$ cat src/rtl/mdio_phy_target.sv
// ============================================================================
// mdio_phy_target : Clause 22 MDIO management target with 32x16 register file
// Revision        : 1.0
// ============================================================================
`default_nettype none

module mdio_phy_target #(
  parameter logic [4:0]  PHY_ADDR    = 5'd16,
  parameter int          PRE_MIN     = 32,
  parameter int          SYNC_STAGES = 2,
  parameter logic [15:0] PHY_ID1     = 16'h0141,
  parameter logic [15:0] PHY_ID2     = 16'h0CC2
) (
  input  logic        i_sys_clk,
  input  logic        i_nreset,
  input  logic        i_mdc,
  input  logic        i_mdio,
  output logic        o_mdio,
  output logic        o_mdio_oe,
  output logic        o_wr_strobe,
  output logic [4:0]  o_wr_addr,
  output logic [15:0] o_wr_data,
  output logic        o_frame_err,
  output logic        o_busy
);

  localparam int CW = $clog2(PRE_MIN + 1);
  localparam logic [CW-1:0] C_PRE_MAX = CW'(PRE_MIN);

  typedef enum logic [2:0] {
    S_PREAMBLE = 3'd0,
    S_ST       = 3'd1,
    S_OP       = 3'd2,
    S_PHYAD    = 3'd3,
    S_REGAD    = 3'd4,
    S_TA       = 3'd5,
    S_DATA     = 3'd6
  } state_t;

  logic [SYNC_STAGES-1:0] r_mdc_sync;
  logic [SYNC_STAGES-1:0] r_mdio_sync;
  logic                   r_mdc_prev;
  logic                   w_mdc;
  logic                   w_bit;
  logic                   w_rise;

  state_t         r_state;
  logic [CW-1:0]  r_pre_cnt;
  logic [3:0]     r_bit_cnt;
  logic           r_op0;
  logic           r_write;
  logic [4:0]     r_phyad;
  logic [4:0]     r_regad;
  logic           r_match;
  logic           r_ta_ok;
  logic [15:0]    r_shift;
  logic [15:0]    r_regs [32];

  logic           r_mdio;
  logic           r_mdio_oe;
  logic           r_wr_strobe;
  logic [4:0]     r_wr_addr;
  logic [15:0]    r_wr_data;
  logic           r_frame_err;
  logic           r_busy;

  assign w_mdc  = r_mdc_sync[SYNC_STAGES-1];
  assign w_bit  = r_mdio_sync[SYNC_STAGES-1];
  assign w_rise = w_mdc & ~r_mdc_prev;

  assign o_mdio      = r_mdio;
  assign o_mdio_oe   = r_mdio_oe;
  assign o_wr_strobe = r_wr_strobe;
  assign o_wr_addr   = r_wr_addr;
  assign o_wr_data   = r_wr_data;
  assign o_frame_err = r_frame_err;
  assign o_busy      = r_busy;

  always_ff @(posedge i_sys_clk or negedge i_nreset) begin
    if (!i_nreset) begin
      r_mdc_sync  <= '0;
      r_mdio_sync <= '1;
      r_mdc_prev  <= 1'b0;
    end else begin
      r_mdc_sync  <= {r_mdc_sync[SYNC_STAGES-2:0], i_mdc};
      r_mdio_sync <= {r_mdio_sync[SYNC_STAGES-2:0], i_mdio};
      r_mdc_prev  <= w_mdc;
    end
  end

  // Frame decoder; every state advance happens on exactly one MDC rise event.
  always_ff @(posedge i_sys_clk or negedge i_nreset) begin
    if (!i_nreset) begin
      r_state     <= S_PREAMBLE;
      r_pre_cnt   <= '0;
      r_bit_cnt   <= '0;
      r_op0       <= 1'b0;
      r_write     <= 1'b0;
      r_phyad     <= '0;
      r_regad     <= '0;
      r_match     <= 1'b0;
      r_ta_ok     <= 1'b0;
      r_shift     <= '0;
      r_mdio      <= 1'b1;
      r_mdio_oe   <= 1'b0;
      r_wr_strobe <= 1'b0;
      r_wr_addr   <= '0;
      r_wr_data   <= '0;
      r_frame_err <= 1'b0;
      r_busy      <= 1'b0;
      for (int i = 0; i < 32; i++) r_regs[i] <= '0;
      r_regs[2] <= PHY_ID1;
      r_regs[3] <= PHY_ID2;
    end else begin
      r_wr_strobe <= 1'b0;
      r_frame_err <= 1'b0;
      if (w_rise) begin
        case (r_state)
          S_PREAMBLE: begin
            if (w_bit) begin
              if (r_pre_cnt != C_PRE_MAX) r_pre_cnt <= r_pre_cnt + 1'b1;
            end else if (r_pre_cnt == C_PRE_MAX) begin
              r_state <= S_ST;
              r_busy  <= 1'b1;
            end else begin
              r_pre_cnt <= '0;
            end
          end
          S_ST: begin
            if (w_bit) begin
              r_state   <= S_OP;
              r_bit_cnt <= '0;
            end else begin
              r_state     <= S_PREAMBLE;
              r_pre_cnt   <= '0;
              r_busy      <= 1'b0;
              r_frame_err <= 1'b1;
            end
          end
          S_OP: begin
            r_op0 <= w_bit;
            if (r_bit_cnt == 4'd0) begin
              r_bit_cnt <= 4'd1;
            end else if (r_op0 != w_bit) begin
              r_write   <= w_bit;
              r_state   <= S_PHYAD;
              r_bit_cnt <= '0;
            end else begin
              r_state     <= S_PREAMBLE;
              r_pre_cnt   <= '0;
              r_busy      <= 1'b0;
              r_frame_err <= 1'b1;
            end
          end
          S_PHYAD: begin
            r_phyad <= {r_phyad[3:0], w_bit};
            if (r_bit_cnt == 4'd4) begin
              r_match   <= ({r_phyad[3:0], w_bit} == PHY_ADDR);
              r_state   <= S_REGAD;
              r_bit_cnt <= '0;
            end else begin
              r_bit_cnt <= r_bit_cnt + 1'b1;
            end
          end
          S_REGAD: begin
            r_regad <= {r_regad[3:0], w_bit};
            if (r_bit_cnt == 4'd4) begin
              r_state   <= S_TA;
              r_bit_cnt <= '0;
            end else begin
              r_bit_cnt <= r_bit_cnt + 1'b1;
            end
          end
          S_TA: begin
            if (r_bit_cnt == 4'd0) begin
              r_ta_ok   <= w_bit;
              r_bit_cnt <= 4'd1;
              if (!r_write && r_match) begin
                r_shift   <= r_regs[r_regad];
                r_mdio_oe <= 1'b1;
                r_mdio    <= 1'b0;
              end
            end else begin
              r_state   <= S_DATA;
              r_bit_cnt <= '0;
              if (!r_write && r_match) begin
                r_mdio  <= r_shift[15];
                r_shift <= {r_shift[14:0], 1'b0};
              end
              if (r_write && !(r_ta_ok && !w_bit)) begin
                r_ta_ok     <= 1'b0;
                r_frame_err <= 1'b1;
              end
            end
          end
          S_DATA: begin
            if (r_write) begin
              r_shift <= {r_shift[14:0], w_bit};
            end else if (r_match) begin
              r_mdio  <= r_shift[15];
              r_shift <= {r_shift[14:0], 1'b0};
            end
            if (r_bit_cnt == 4'd15) begin
              r_state   <= S_PREAMBLE;
              r_pre_cnt <= '0;
              r_busy    <= 1'b0;
              r_mdio_oe <= 1'b0;
              r_mdio    <= 1'b1;
              // ID registers 2 and 3 are read-only; writes to them vanish.
              if (r_write && r_match && r_ta_ok && (r_regad[4:1] != 4'b0001)) begin
                r_regs[r_regad] <= {r_shift[14:0], w_bit};
                r_wr_strobe     <= 1'b1;
                r_wr_addr       <= r_regad;
                r_wr_data       <= {r_shift[14:0], w_bit};
              end
            end else begin
              r_bit_cnt <= r_bit_cnt + 1'b1;
            end
          end
          default: begin
            r_state   <= S_PREAMBLE;
            r_pre_cnt <= '0;
            r_busy    <= 1'b0;
          end
        endcase
      end
    end
  end

endmodule

`default_nettype wire

$ cat config.mk
export PLATFORM = sky130hd
export DESIGN_NAME = mdio_phy_target
export DESIGN_NICKNAME = d
export VERILOG_FILES = /design/src/rtl/mdio_phy_target.sv
export SDC_FILE = /design/constraint.sdc
export NUM_CORES = 1
export LEC_CHECK = 0
export CORE_MARGIN = 10
export CORE_UTILIZATION = 40
export DETAILED_ROUTE_END_ITERATION = 10
export RECOVER_POWER = 50
export SLEW_MARGIN = 20
export SYNTH_ARGS = -nofsm -noshare
export SYNTH_HDL_FRONTEND = slang
export SYNTH_SLANG_ARGS = --single-unit
$ cat constraint.sdc
create_clock -name i_sys_clk -period 2.9 [get_ports i_sys_clk]
set_input_delay 0.58 -clock i_sys_clk [delete_from_list [all_inputs] [get_ports i_sys_clk]]
set_output_delay 0.58 -clock i_sys_clk [all_outputs]
set_load 0.01 [all_outputs]
# After elaboration in Yosys (flattened, before gate mapping)
# Cells that the tools add are included.
[word_totals] regBits=585 input_bits=4 out_inout_bits=26 elab_cells=191
[classes] n_addsub=2 order_cmp=2 eq_ne=32 n_mux=67 n_bitwise=5 n_reduce_logical=31
[ops] op="$bwmux W512" count=1
[ops] op="$mux W16" count=8
[ops] op="$bmux W16 S5" count=1
[ops] op="$demux W16 S5" count=1
[ops] op="$mux W6" count=7
[ops] op="$pmux W16 S2" count=1
[ops] op="$pmux W6 S5" count=1
[ops] op="$mux W1" count=27
[ops] op="$ne A2 B2 Y1 const B" count=13
[ops] op="$reduce_and A8 Y1" count=3
[ops] op="$mux W3" count=7
[ops] op="$pmux W3 S7" count=1
[ops] op="$mux W4" count=5
[ops] op="$pmux W4 S5" count=1
[ops] op="$ne A3 B3 Y1 const B" count=6
[ops] op="$reduce_and A5 Y1" count=3
[ops] op="$reduce_and A4 Y1" count=3
[ops] op="$eq A3 B3 Y1 const B" count=3
[ops] op="$logic_and A1 B1 Y1" count=7
[ops] op="$add A6 B1 Y6 const B" count=1
[ops] op="$eq A3 B2 Y1 const B" count=2
[ops] op="$eq A6 B6 Y1 const B" count=1
[ops] op="$ge A6 B6 Y1 const B" count=1
[ops] op="$lt A6 B1 Y1 const B" count=1
[ops] op="other kinds (24)" count=34

# Depth between registers and ports, before layout
[depth] ltp_word=8 mapped_depth=9 mapped_depth_nobuf=7

# Worst setup path after synthesis
# OpenSTA, ideal clock, no wires.
[synth_path] path_kind="reg-to-reg" start="register r_bit_cnt[0]" end="register r_regs[501] in the netlist's numbering" setup_time_ns=0.125 arrival_ns=2.151 required_time_ns=2.775 setup_slack_ns=0.624 stages_incl_launch_ff=8 n_path_buf=2 period_less_slack_ns=2.276 cell_sequence="dfrtp_1 -> ha_1 -> nand3_2 -> or4_1 -> buf_2 -> nor2_4 -> buf_4 -> mux2_2"
[synth_between] elab_chain_cells=2
[synth_rtl] element="start, declared" line="49" rtl="logic [3:0] r_bit_cnt;"
[synth_rtl] element="start signal, assigned" line="162" rtl="r_bit_cnt <= r_bit_cnt + 1'b1;"
[synth_rtl] element="start signal, assigned" line="171" rtl="r_bit_cnt <= r_bit_cnt + 1'b1;"
[synth_rtl] element="start signal, assigned" line="217" rtl="r_bit_cnt <= r_bit_cnt + 1'b1;"
[synth_rtl] element="$eq A4 B4 Y1" line="203" rtl="if (r_bit_cnt == 4'd15) begin"
[synth_rtl] element="$reduce_and A4 Y1 (no line)"
[synth_rtl] element="end signal, assigned by index" line="211" rtl="r_regs[r_regad] <= {r_shift[14:0], w_bit};"
[synth_rtl] element="end, declared" line="57" rtl="logic [15:0] r_regs [32];"
# No other way between the ends.
# A chain may end at the register's enable or synchronous reset.

# Worst setup path after layout
[layout_path] start="register r_regad[2]" end="register r_regs[72] in the netlist's numbering"
[layout_between] elab_chain_cells=6 word_cells_on_any_way=10 classes_between="order compare: 2; eq/ne: 1; mux: 3; bitwise: 1; reduce/logical: 3"
[layout_rtl] element="start, declared" line="53" rtl="logic [4:0] r_regad;"
[layout_rtl] element="start signal, assigned" line="166" rtl="r_regad <= {r_regad[3:0], w_bit};"
[layout_rtl] element="$not A5 Y6 (not written as such)" line="211"
[layout_rtl] element="$ge A6 B6 Y1 (not written as such) or $lt A6 B1 Y1 (tied branches)" line="211"
[layout_rtl] element="$logic_and A1 B1 Y1 (not written as such)" line="211"
[layout_rtl] element="$mux W16 (not written as such)" line="211"
[layout_rtl] element="$demux W16 S5" line="211"
[layout_rtl] element="$bwmux W512" line="211"
# Several ways; a longest one is shown, not always the timed one.

==> implementation parameters <==
Parameter                              Value

Outcome
  Violated checks    capacitance limit, slew limit
  Result of the run    finished with violations

Global route
  Number of antenna violations at the first check in global routing    0
  Global-route congestion overflow total    0
  Number of global-route vias before repair    about 18000
  Total global-route track usage    20.1%
  Global routing met2 resource utilization    between 30% and 40%
  Largest net degree at the start of global routing    73
  Met3 routing resource usage after global routing    4.09%
  Global-route wire length before repair    ~120 mm
  GR Util met1    26.4%
  GRT Max-Usage Layer    met2

Die
  Die ar.    78500 um^2
  Die width    280 um
  Core Region    around 67000 um^2
  Y dimension of the die    280 um
  Initial standard-cell utilization of the core    between 40% and 50%
  I/O pins    30
  Count of standard-cell rows    95

Power and ir drop
  Maximum resistive drop on vdd    0.378 mV
  Reported leakage power    0.0142 uW
  Cell Pwr Density    537 nW/um^2
  Total power after layout    16600 uW

Clock network
  H-tree level count    3
  Clk pin slew, worst setup/hold paths    0.06 ns
  # clock sinks    between 500 and 600
  Clock latency on the worst-skew pair    0.62 ns
  TritonCTS clock tree    built
  Root cell of the clock tree    sky130_fd_sc_hd__clkbuf_16
  Number of buffers created by CTS    66
  Hold-fix buffers, CTS    0
  Deepest clock path buffer count    3

Final layout
  Area Overhead vs Synth    14.4%
  Number of nets in the finished design    2107
  Antenna diode instance count    0
  Share of post-route cells with drive strength above 1    35.5%
  End-of-flow core utilization    46.1%
  Final Instance Count excl. Fillers    3021

Synthesis
  Syn Area/Cell    between 10 and 15 um^2
  Yosys warnings    0
  Portion of the post-synthesis area used by sequential elements    54.1%
  EDFF count, synth    0
  Post-Syn Area    27100 um^2
  Gate count of the mapped netlist    2051
  Yosys reg bits    585
  Synth async-reset ratio    100%
  Synth Flop Type    sky130_fd_sc_hd__dfrtp_1
  Unique masters post-synth    78
  Synthesized netlist net count    ~2100

STA
  Max Slew Vio Count    66
  Clock period minus final worst setup slack    2.82 ns
  Hold violation total from the final report    0
  Final cycle utilization of the critical path    97.4%
  Final setup skew    0.0318 ns
  Pin slew with the least headroom to its limit    2.42 ns
  Headroom to the max-slew limit    -61.3%
  Final Worst Setup Slack    ~0.076 ns
  Setup_tns    0 ns
  Unrepaired setup endpoints after global routing    false
  Achievable Freq    354 MHz
  Setup violators final    0

Worst setup path
  Kind of launch point of the worst setup path    flip-flop
  Source of the critical timing path    r_regad[2]$_DFFE_PN0P_
  Arrival @ worst endpoint    3.31 ns
  Worst Setup End Kind    flip-flop
  Worst reg2reg path depth    4
  Kind of critical path    flip-flop to flip-flop
  Required time of the critical path    3.38 ns
  Capturing element of the worst setup path    r_regs[72]$_DFFE_PN0P_
  Worst flop-to-flop path startpoint    r_regad[2]$_DFFE_PN0P_
  Slack of the worst reg-to-reg path    0.08 ns
  End of the worst register-to-register path    r_regs[72]$_DFFE_PN0P_
  Critical-path maximum fanout    16

Route
  First-iteration detailed-routing DRC count    around 1200
  Number of detailed-routing iterations run before antenna repair    5
  Detail-routed net length per standard cell    26.2 um
  Routed vias    17400
  Ratio of routed vias to standard cells    5.76
  Number of remaining DRC errors    0
  Antenna Violating Nets Remaining    0
  Routed wire length    a little under 80 mm

Run
  Number of maximum-capacitance constraint violations    1

Worst hold path
  Type of the worst min-delay path    flip-flop to flip-flop
  Worst min-delay path startpoint    r_mdc_sync[0]$_DFF_PN0_

Place
  Half-perimeter wire length after detailed placement    between 50 and 60 mm
  Count of port buffers added during placement    29
  Post-Place Worst Slack    -0.0282 ns
  Cell count after placement    slightly below 3000
  Final weighted congestion in routability-driven placement    0.864
-- layout make-up --
cell class              instances  area, um^2
clock buffers                  94        1910
clock inverters                23         195
fillers                      5873       36200
inverters                      13        48.8
multi-input cells            1247       11400
flip-flops and latches        585       14700
well taps                     873        1090
repair buffers                186        1690
-- flip-flops by register name, summed over array words and instances, names as in the netlist, 3 cells and up --
register	cells
r_regs	512
o_wr_data	16
r_shift	16
r_pre_cnt	6
o_wr_addr	5
r_regad	5
r_bit_cnt	4
r_phyad	4
r_state	3
-- power breakdown --
group	switching, uW	leakage, uW	internal [uW]	total (uW)
Sequential	10.1	0.00812	8170	8180
Combinational	203	0.00500	45.0	248
Clock	3480	0.00104	4710	8190
Total	3690	0.0142	12900	16600
-- timing repair --
action / in CTS / in global routing
endpoints found under the hold margin: 0 / 0
pin swaps: 0 / 0
resized for setup: 0 / 1
setup endpoints to repair: 1 / 1
cloned: 0 / 0
buffers inserted: 1 / 0
-- critical path, cell delays in order (launching register included) --
cell and delay [ns]:
sky130_fd_sc_hd__dfrtp_1 0.55, sky130_fd_sc_hd__nand2b_1 0.25, sky130_fd_sc_hd__nor2_1 0.90, sky130_fd_sc_hd__nand3_4 0.51, sky130_fd_sc_hd__mux2_4 0.45
-- per-layer routing --
metal	wire length (um)	part of all wire, %
met1	34400	43
met5	0	0
met2	36800	47
met3	4980	6.3
met4	2890	3.7
-- cell usage after synthesis, types with 3 or more instances --
cell type | n | share of area [%]
sky130_fd_sc_hd__nand4_1 | 5 | 0.12
sky130_fd_sc_hd__nor3_1 | 9 | 0.17
sky130_fd_sc_hd__nand3b_1 | 8 | 0.22
sky130_fd_sc_hd__buf_4 | 18 | 0.50
sky130_fd_sc_hd__o31ai_1 | 3 | 0.083
sky130_fd_sc_hd__o22ai_1 | 85 | 2.0
sky130_fd_sc_hd__or4_1 | 12 | 0.33
sky130_fd_sc_hd__a211oi_1 | 10 | 0.28
sky130_fd_sc_hd__a22o_1 | 5 | 0.16
sky130_fd_sc_hd__dfrtp_1 | 574 | 53
sky130_fd_sc_hd__mux2_4 | 70 | 3.9
sky130_fd_sc_hd__nand4bb_1 | 5 | 0.21
sky130_fd_sc_hd__nor4_1 | 12 | 0.28
sky130_fd_sc_hd__nand3_4 | 6 | 0.39
sky130_fd_sc_hd__a2111oi_0 | 5 | 0.16
sky130_fd_sc_hd__o21ai_0 | 81 | 1.5
sky130_fd_sc_hd__a21oi_1 | 14 | 0.26
sky130_fd_sc_hd__clkbuf_1 | 117 | 1.6
sky130_fd_sc_hd__buf_2 | 55 | 1.0
sky130_fd_sc_hd__nand4b_1 | 5 | 0.16
sky130_fd_sc_hd__dfstp_2 | 11 | 1.1
sky130_fd_sc_hd__o211ai_1 | 3 | 0.083
sky130_fd_sc_hd__nor2b_1 | 7 | 0.16
sky130_fd_sc_hd__nor2_1 | 26 | 0.36
sky130_fd_sc_hd__mux2i_1 | 199 | 7.4
sky130_fd_sc_hd__a221oi_1 | 11 | 0.36
sky130_fd_sc_hd__nand3_1 | 20 | 0.37
sky130_fd_sc_hd__or4b_2 | 4 | 0.15
sky130_fd_sc_hd__o311a_1 | 7 | 0.26
sky130_fd_sc_hd__mux2_2 | 360 | 15
sky130_fd_sc_hd__buf_1 | 5 | 0.069
sky130_fd_sc_hd__a21o_1 | 5 | 0.14
sky130_fd_sc_hd__nor2_4 | 3 | 0.12
sky130_fd_sc_hd__ha_1 | 4 | 0.18
sky130_fd_sc_hd__and2_1 | 7 | 0.16
sky130_fd_sc_hd__nand2_1 | 143 | 2.0
sky130_fd_sc_hd__a31oi_1 | 7 | 0.16
sky130_fd_sc_hd__mux4_2 | 32 | 2.7
sky130_fd_sc_hd__inv_1 | 13 | 0.18
sky130_fd_sc_hd__a22oi_1 | 6 | 0.17
sky130_fd_sc_hd__buf_6 | 10 | 0.42
sky130_fd_sc_hd__nand3_2 | 7 | 0.26
sky130_fd_sc_hd__nand2b_1 | 18 | 0.42
-- worst min path at each step --
stage	end	slack [ns]	cells after the start
3_5_place_dp	r_mdc_sync[1]$_DFF_PN0_	0.34	0
5_1_grt	r_mdc_sync[1]$_DFF_PN0_	0.36	0
4_1_cts	r_mdc_prev$_DFF_PN0_	0.007	1
2_1_floorplan	o_busy$_DFFE_PN0P_	0.28	0
3_3_place_gp	r_mdc_sync[1]$_DFF_PN0_	0.33	0
6_report	r_mdc_sync[1]$_DFF_PN0_	0.35	0
-- cell usage in the layout, fill, tap and decap left out, types with 7 or more instances in the layout --
| cell type | netlist | final |
|---|---|---|
| sky130_fd_sc_hd__a211oi_1 | 10 | 10 |
| sky130_fd_sc_hd__buf_12 | 1 | 20 |
| sky130_fd_sc_hd__a221oi_1 | 11 | 11 |
| sky130_fd_sc_hd__a31oi_1 | 7 | 7 |
| sky130_fd_sc_hd__clkdlybuf4s50_1 | 0 | 26 |
| sky130_fd_sc_hd__clkinv_2 | 0 | 11 |
| sky130_fd_sc_hd__buf_4 | 18 | 126 |
| sky130_fd_sc_hd__o21ai_0 | 81 | 81 |
| sky130_fd_sc_hd__mux2_4 | 70 | 70 |
| sky130_fd_sc_hd__or4_1 | 12 | 12 |
| sky130_fd_sc_hd__mux2_2 | 360 | 360 |
| sky130_fd_sc_hd__dfstp_2 | 11 | 7 |
| sky130_fd_sc_hd__o311a_1 | 7 | 7 |
| sky130_fd_sc_hd__mux4_2 | 32 | 32 |
| sky130_fd_sc_hd__nand2b_1 | 18 | 18 |
| sky130_fd_sc_hd__nand3b_1 | 8 | 8 |
| sky130_fd_sc_hd__o22ai_1 | 85 | 85 |
| sky130_fd_sc_hd__nand3_2 | 7 | 7 |
| sky130_fd_sc_hd__clkbuf_1 | 117 | 21 |
| sky130_fd_sc_hd__clkbuf_8 | 0 | 13 |
| sky130_fd_sc_hd__nand2_1 | 143 | 143 |
| sky130_fd_sc_hd__clkbuf_16 | 0 | 67 |
| sky130_fd_sc_hd__a21oi_1 | 14 | 14 |
| sky130_fd_sc_hd__nor2_1 | 26 | 25 |
| sky130_fd_sc_hd__nand3_1 | 20 | 20 |
| sky130_fd_sc_hd__mux2i_1 | 199 | 199 |
| sky130_fd_sc_hd__nor4_1 | 12 | 12 |
| sky130_fd_sc_hd__nor2b_1 | 7 | 7 |
| sky130_fd_sc_hd__inv_1 | 13 | 13 |
| sky130_fd_sc_hd__nor3_1 | 9 | 9 |
| sky130_fd_sc_hd__dfrtp_1 | 574 | 569 |
-- cells by family (layout without fill, tap and decap cells) --
kind of cell             Yosys count  in the layout  share of synthesized area (%)
flip-flops                       585            585                           54.1
AO/OA/AOI/OAI                    260            260                           6.16
multiplexers                     662            662                           28.9
buffers and inverters            219            316                           3.88
XOR/XNOR                           1              1                         0.0324
adder cells (fa/ha/maj)            4              4                          0.185
AND/OR/NAND/NOR                  320            320                           6.71
-- per-stage QoR --
stage	hold slack (ns)	cell area (um^2)
after floorplan	0.284	27100
after global placement	0.335	28900
after detailed placement	0.340	28900
after CTS	0.00659	31000
after global routing	0.360	31000
final	0.350	31000
No activity file was read; power rests on OpenSTA's default activity.
